**config.mk**
```make
export PLATFORM = sky130hd
export DESIGN_NAME = conv_weight_bank
export DESIGN_NICKNAME = d
export VERILOG_FILES = /design/src/rtl/conv_weight_bank.sv
export SDC_FILE = /design/constraint.sdc
export NUM_CORES = 1
export LEC_CHECK = 0
export ABC_AREA = 0
export CAP_MARGIN = 20
export CORE_MARGIN = 4
export CORE_UTILIZATION = 60
export DETAILED_ROUTE_END_ITERATION = 8
export DONT_BUFFER_PORTS = 1
export PLACE_DENSITY_LB_ADDON = 0.05
export SLEW_MARGIN = 20
export SYNTH_ARGS = -nofsm -noshare
export SYNTH_HDL_FRONTEND = slang
export SYNTH_SLANG_ARGS = --single-unit
```
**constraint.sdc**
```tcl
create_clock -name clk -period 8.5 [get_ports clk]
set_input_delay 0.85 -clock clk [delete_from_list [all_inputs] [get_ports clk]]
set_output_delay 0.85 -clock clk [all_outputs]
set_load 0.02 [all_outputs]
```
**src/rtl/conv_weight_bank.sv**
```systemverilog
// Double-buffered conv weight store: serial valid/ready load into a shadow bank, parallel commit.
// Define WB_CHECKSUM_EN to add a running signed checksum of each committed weight set.
module conv_weight_bank #(
   parameter int unsigned DATA_WIDTH  = 8,
   parameter int unsigned KERNEL_SIZE = 3,
   parameter int unsigned NUM_CH      = 4,
   localparam int unsigned TAPS_PER_CH = KERNEL_SIZE * KERNEL_SIZE,
   localparam int unsigned TAPS        = NUM_CH * TAPS_PER_CH,
   localparam int unsigned CNT_W       = $clog2(TAPS + 1)
) (
   input  logic                         clk,
   input  logic                         rst_n,
   input  logic                         flush,
   input  logic                         valid_in,
   output logic                         ready_out,
   input  logic [DATA_WIDTH-1:0]        data_in,
   output logic                         loaded,
   input  logic                         start,
   output logic                         done,
   output logic [TAPS*DATA_WIDTH-1:0]   weights_out,
   output logic [CNT_W-1:0]             load_cnt
`ifdef WB_CHECKSUM_EN
   ,
   output logic [DATA_WIDTH+CNT_W-1:0]  checksum
`endif
);

   logic [TAPS*DATA_WIDTH-1:0] shadow_q;
   logic [TAPS*DATA_WIDTH-1:0] weights_q;
   logic [CNT_W-1:0]           load_cnt_q;
   logic                       loaded_q;
   logic                       done_q;
   logic                       accept;
   logic                       commit;

   assign ready_out   = !loaded_q;
   assign accept      = valid_in && ready_out && !flush;
   assign commit      = start && loaded_q && !flush;
   assign loaded      = loaded_q;
   assign done        = done_q;
   assign weights_out = weights_q;
   assign load_cnt    = load_cnt_q;

   // Shadow storage needs no reset: a partial set is never committed.
   always_ff @(posedge clk) begin
      if (rst_n && accept) begin
         shadow_q[int'(load_cnt_q)*DATA_WIDTH +: DATA_WIDTH] <= data_in;
      end
   end

   always_ff @(posedge clk) begin
      if (!rst_n) begin
         load_cnt_q <= '0;
         loaded_q   <= 1'b0;
         done_q     <= 1'b0;
         weights_q  <= '0;
      end else begin
         done_q <= 1'b0;
         if (flush) begin
            load_cnt_q <= '0;
            loaded_q   <= 1'b0;
         end else if (commit) begin
            weights_q <= shadow_q;
            loaded_q  <= 1'b0;
            done_q    <= 1'b1;
         end else if (accept) begin
            if (load_cnt_q == CNT_W'(TAPS - 1)) begin
               load_cnt_q <= '0;
               loaded_q   <= 1'b1;
            end else begin
               load_cnt_q <= load_cnt_q + 1'b1;
            end
         end
      end
   end

`ifdef WB_CHECKSUM_EN
   logic [DATA_WIDTH+CNT_W-1:0] sum_q;
   logic [DATA_WIDTH+CNT_W-1:0] checksum_q;

   assign checksum = checksum_q;

   always_ff @(posedge clk) begin
      if (!rst_n) begin
         sum_q      <= '0;
         checksum_q <= '0;
      end else if (flush) begin
         sum_q <= '0;
      end else if (commit) begin
         checksum_q <= sum_q;
         sum_q      <= '0;
      end else if (accept) begin
         // Sign-extend so the sum is a true two's-complement total.
         sum_q <= sum_q + {{CNT_W{data_in[DATA_WIDTH-1]}}, data_in};
      end
   end
`endif

endmodule
```
# Word-level counts from Yosys, hierarchy flattened
# Cells that the tools add are included.
# totals
reg_bits	584
word_cells	28
inputBits	13
# classes
n_addsub	2
reduce_logical	12
mux	3
shifts	2
bitwise_logic	3
n_eq_ne	1
# op_table
op	count
288-bit bitwise mux	1
8-bit by 34-bit variable shift with 288-bit output, first input constant	1
8-bit by 34-bit variable part select with 288-bit output	1
9-bit negation with 34-bit output	1
6-bit by 1-bit adder with 6-bit output, second input constant	1
6-bit equality test, second input constant	1
6-bit two-way mux	1
2-bit AND reduction	3
1-bit logical AND	5
1-bit inverter	3
3-bit OR reduction	1
1-bit logical NOT	2
2-bit OR reduction	1
1-bit two-way mux	1

# Logic depth before layout (Yosys ltp)
# logic_depth
word_depth	4
mapped_depth	10
depth_no_buf	7

# Least setup slack after synthesis
# No wires, ideal clock.
# synth_timing
path_kind	reg-to-reg
startpoint	register, netlist name load_cnt[2]
endpoint	register shadow_q[112] (enable)
stages_incl_launch_ff	10
path_slack_ns	5.287
required_time_ns	8.117
t_arrival_ns	2.830
setup_ns	0.383
period_less_slack_ns	3.213
cell_sequence	dfxtp_1 > buf_2 > nor3_2 > and2_1 > ha_1 > nand2_1 > mux2_4 > nand4b_1 > buf_2 > nor3_1
# synth_rtl
element	line_no	source
to (signal, indexed assignment)	47	shadow_q[int'(load_cnt_q)*DATA_WIDTH +: DATA_WIDTH] <= data_in;
to (decl)	28	logic [TAPS*DATA_WIDTH-1:0] shadow_q;

==> results_dict.tcl <==
set metrics [dict create \
    post_drt_wl_per_cell_um 21.3 \
    firstDrtPassIters 5 \
    power_density_nw_per_um2 231 \
    clock-root-buffer "clkbuf_16" \
    synth-edff-count 288 \
    die_y_um 201 \
    grt_pass1_wl_um 83900 \
    synth_seq_cells 584 \
    area_growth_pct 9.42 \
    dpl_cell_area_um2 22400 \
    maxCapViolCount 0 \
    insertion_delay_ns 0.60 \
    routed_wl_um 54100 \
    path_clk_slew_ns 0.06 \
    drive_above_1_share_pct 6.58 \
    yosysWarnings 0 \
    drc 0 \
    p_leak_nw 7.69 \
    htree_levels 2 \
    path_class "flip-flop to flip-flop" \
    dr.first_iter.drc_count 975 \
    synth_nets 2113 \
    dp_slack_ns 3.59 \
    min_period_over_period_pct 58.7 \
    use_met3_pct 8.43 \
    vias 14300 \
    area.sequential_um2 14600 \
    grt_use_met2_pct 41.5 \
    clock_sinks 584 \
    holdBufCountCts 0 \
    async_reset_ff_share_pct 0 \
    ys.flop_type "dfxtp_1" \
    cts_tree "built" \
    cts_setup_buffers 0 \
    slew_viol_final 0 \
    busiest_layer "met2" \
    grt.overflow.total 0 \
    design_area_um2 24400 \
    num_rows 70 \
    place_congestion 0.857 \
    cp-start-kind "flip-flop" \
    portBuffers 0 \
    fin_nets 2034 \
    setup_viol 0 \
    cp.required_ns 8.71 \
    ant_nets 0 \
    die_area_um2 40400 \
    avgSynthCellArea_um2 10.7 \
    start_util_pct 60.9 \
    syn_inst 2097 \
    die_x_um 201 \
    grt_max_degree 292 \
    hpwl_um 33900 \
    final_common_cell "nand2_1" \
    layout_min_cycle_time_ns 4.99 \
    cts_buffers 57 \
    layout_setup_ws_ns 3.51 \
    io_pins 310 \
    fin_worst_skew_ns 0.0129 \
    status "finished, final reports clean" \
    core_um2 36700 \
    hold_viol 0 \
    synthDistinctLibCells 46 \
    antenna_found_initial 2 \
    rsz0062_at_grt "false" \
    vias_per_cell 5.65 \
    final.setup.tns_ns 0 \
    worst_slew_pin_slew_ns 1.08 \
    total_power_w 0.00565 \
    max_freq_mhz 200 \
    arrival_ns 5.21 \
    grt_pass1_vias 14300 \
    track_usage_pct 26.4 \
    clockBufferDepth 3 \
    ys_seq_area_share_pct 65.2 \
    slew_headroom_pct 27.4 \
    use_met1_pct 35.3 \
    multi_input_area_um2 7150 \
    critPathCaptureType "flip-flop" \
    cts_resized 0 \
    hold_slack_ns 0.412 \
    hold_path.class "input port to flip-flop" \
    crit_fanout 17 \
    nFillCells 2906 \
    syn-cell-area_um2 22300 \
    peakVddDrop_mv 0.197 \
    mostFrequentLayoutCells "nand2_1, dfxtp_1, a21boi_0, edfxtp_1, and2_1" \
]
[sequential cells by signal, indices dropped and copies added (netlist names)]
name,flops
shadow_q,288
weights_out,288
done,1
load_cnt,6
loaded,1
[Yosys cell counts, types with 4 or more instances]
master / instances / area (µm²)
edfxtp_1: 288 / 8650
nand3_1: 4 / 20.0
clkbuf_1: 78 / 293
nand4_1: 5 / 31.3
buf_2: 62 / 310
a21boi_0: 288 / 2160
nand2b_1: 6 / 37.5
nor3_1: 51 / 255
buf_4: 4 / 30.0
or3_1: 4 / 25.0
and3_1: 4 / 25.0
nor4_2: 4 / 50.1
nor3_2: 7 / 70.1
inv_1: 7 / 26.3
nor2_1: 114 / 428
nor2_2: 4 / 25.0
nand2_1: 645 / 2420
xnor2_1: 5 / 43.8
dfxtp_1: 296 / 5930
and2_1: 180 / 1130
[kinds of logic (layout without fill, tap and decap cells)]
kind of cell	Yosys count	after routing	share of synthesized area, %
buffers and inverters	155	125	3.09
muxes	3	3	0.196
and+or+nand+nor	1045	1045	20.9
DFF	584	584	65.2
other	0	1	0
xor gates and xnor gates	9	9	0.420
AOI/OAI and AO/OA	298	298	10.0
adders and majority gates	3	3	0.168
[power breakdown]
group	switching [W]	internal [W]	total, W
Clock	0.00105	0.00162	0.00267
Sequential	0.00000182	0.00293	0.00293
Combinational	0.0000238	0.0000243	0.0000481
[stage by stage]
step	instances	utilization, %
after floorplan	2097	-
after global placement	2426	60.9
after detailed placement	2426	60.9
after CTS	2534	66.4
after global routing	2536	66.6
final	2536	66.6
[path summary, 6_finish.rpt]
| check | startpoint | to | slack [ns] | depth (start not counted) |
|---|---|---|---|---|
| worst min-delay path | rst_n | weights_out[12]$_SDFFE_PN0P_ | 0.41 | 1 |
| worst min register to register | shadow_q[6]$_DFFE_PP_ | weights_out[6]$_SDFFE_PN0P_ | 0.52 | 2 |
| worst max register to register | load_cnt[0]$_SDFFE_PP0P_ | shadow_q[259]$_DFFE_PP_ | 3.51 | 7 |
| worst max-delay path | load_cnt[0]$_SDFFE_PP0P_ | shadow_q[259]$_DFFE_PP_ | 3.51 | 7 |
[critical path, stage by stage, from the launching register on]
cell and delay (ns):
dfxtp_1 0.92, nor2_1 0.23, and2_1 0.23, ha_1 0.41
nand2_1 0.14, mux2i_2 0.52, nand4_1 0.95, nor3_1 1.19
[layout make-up]
| class | instances | share of cell area [%] |
|---|---|---|
| Tap cell | 468 | 2.40 |
| Timing Repair Buffer | 10 | 0.404 |
| Multi-Input combinational cell | 1358 | 29.2 |
| Antenna cell | 1 | 0.0102 |
| Inverter | 7 | 0.107 |
| Clock inverter | 32 | 1.72 |
| Sequential cell | 584 | 59.6 |
| Clock buffer | 76 | 6.50 |
[layer usage]
layer	vias to the layer above	routed length (µm)
li1	6785	-
met1	6939	22500
met2	510	24800
met3	98	5340
met4	0	1380
met5	-	0
No activity file was read; power rests on OpenSTA's default activity.
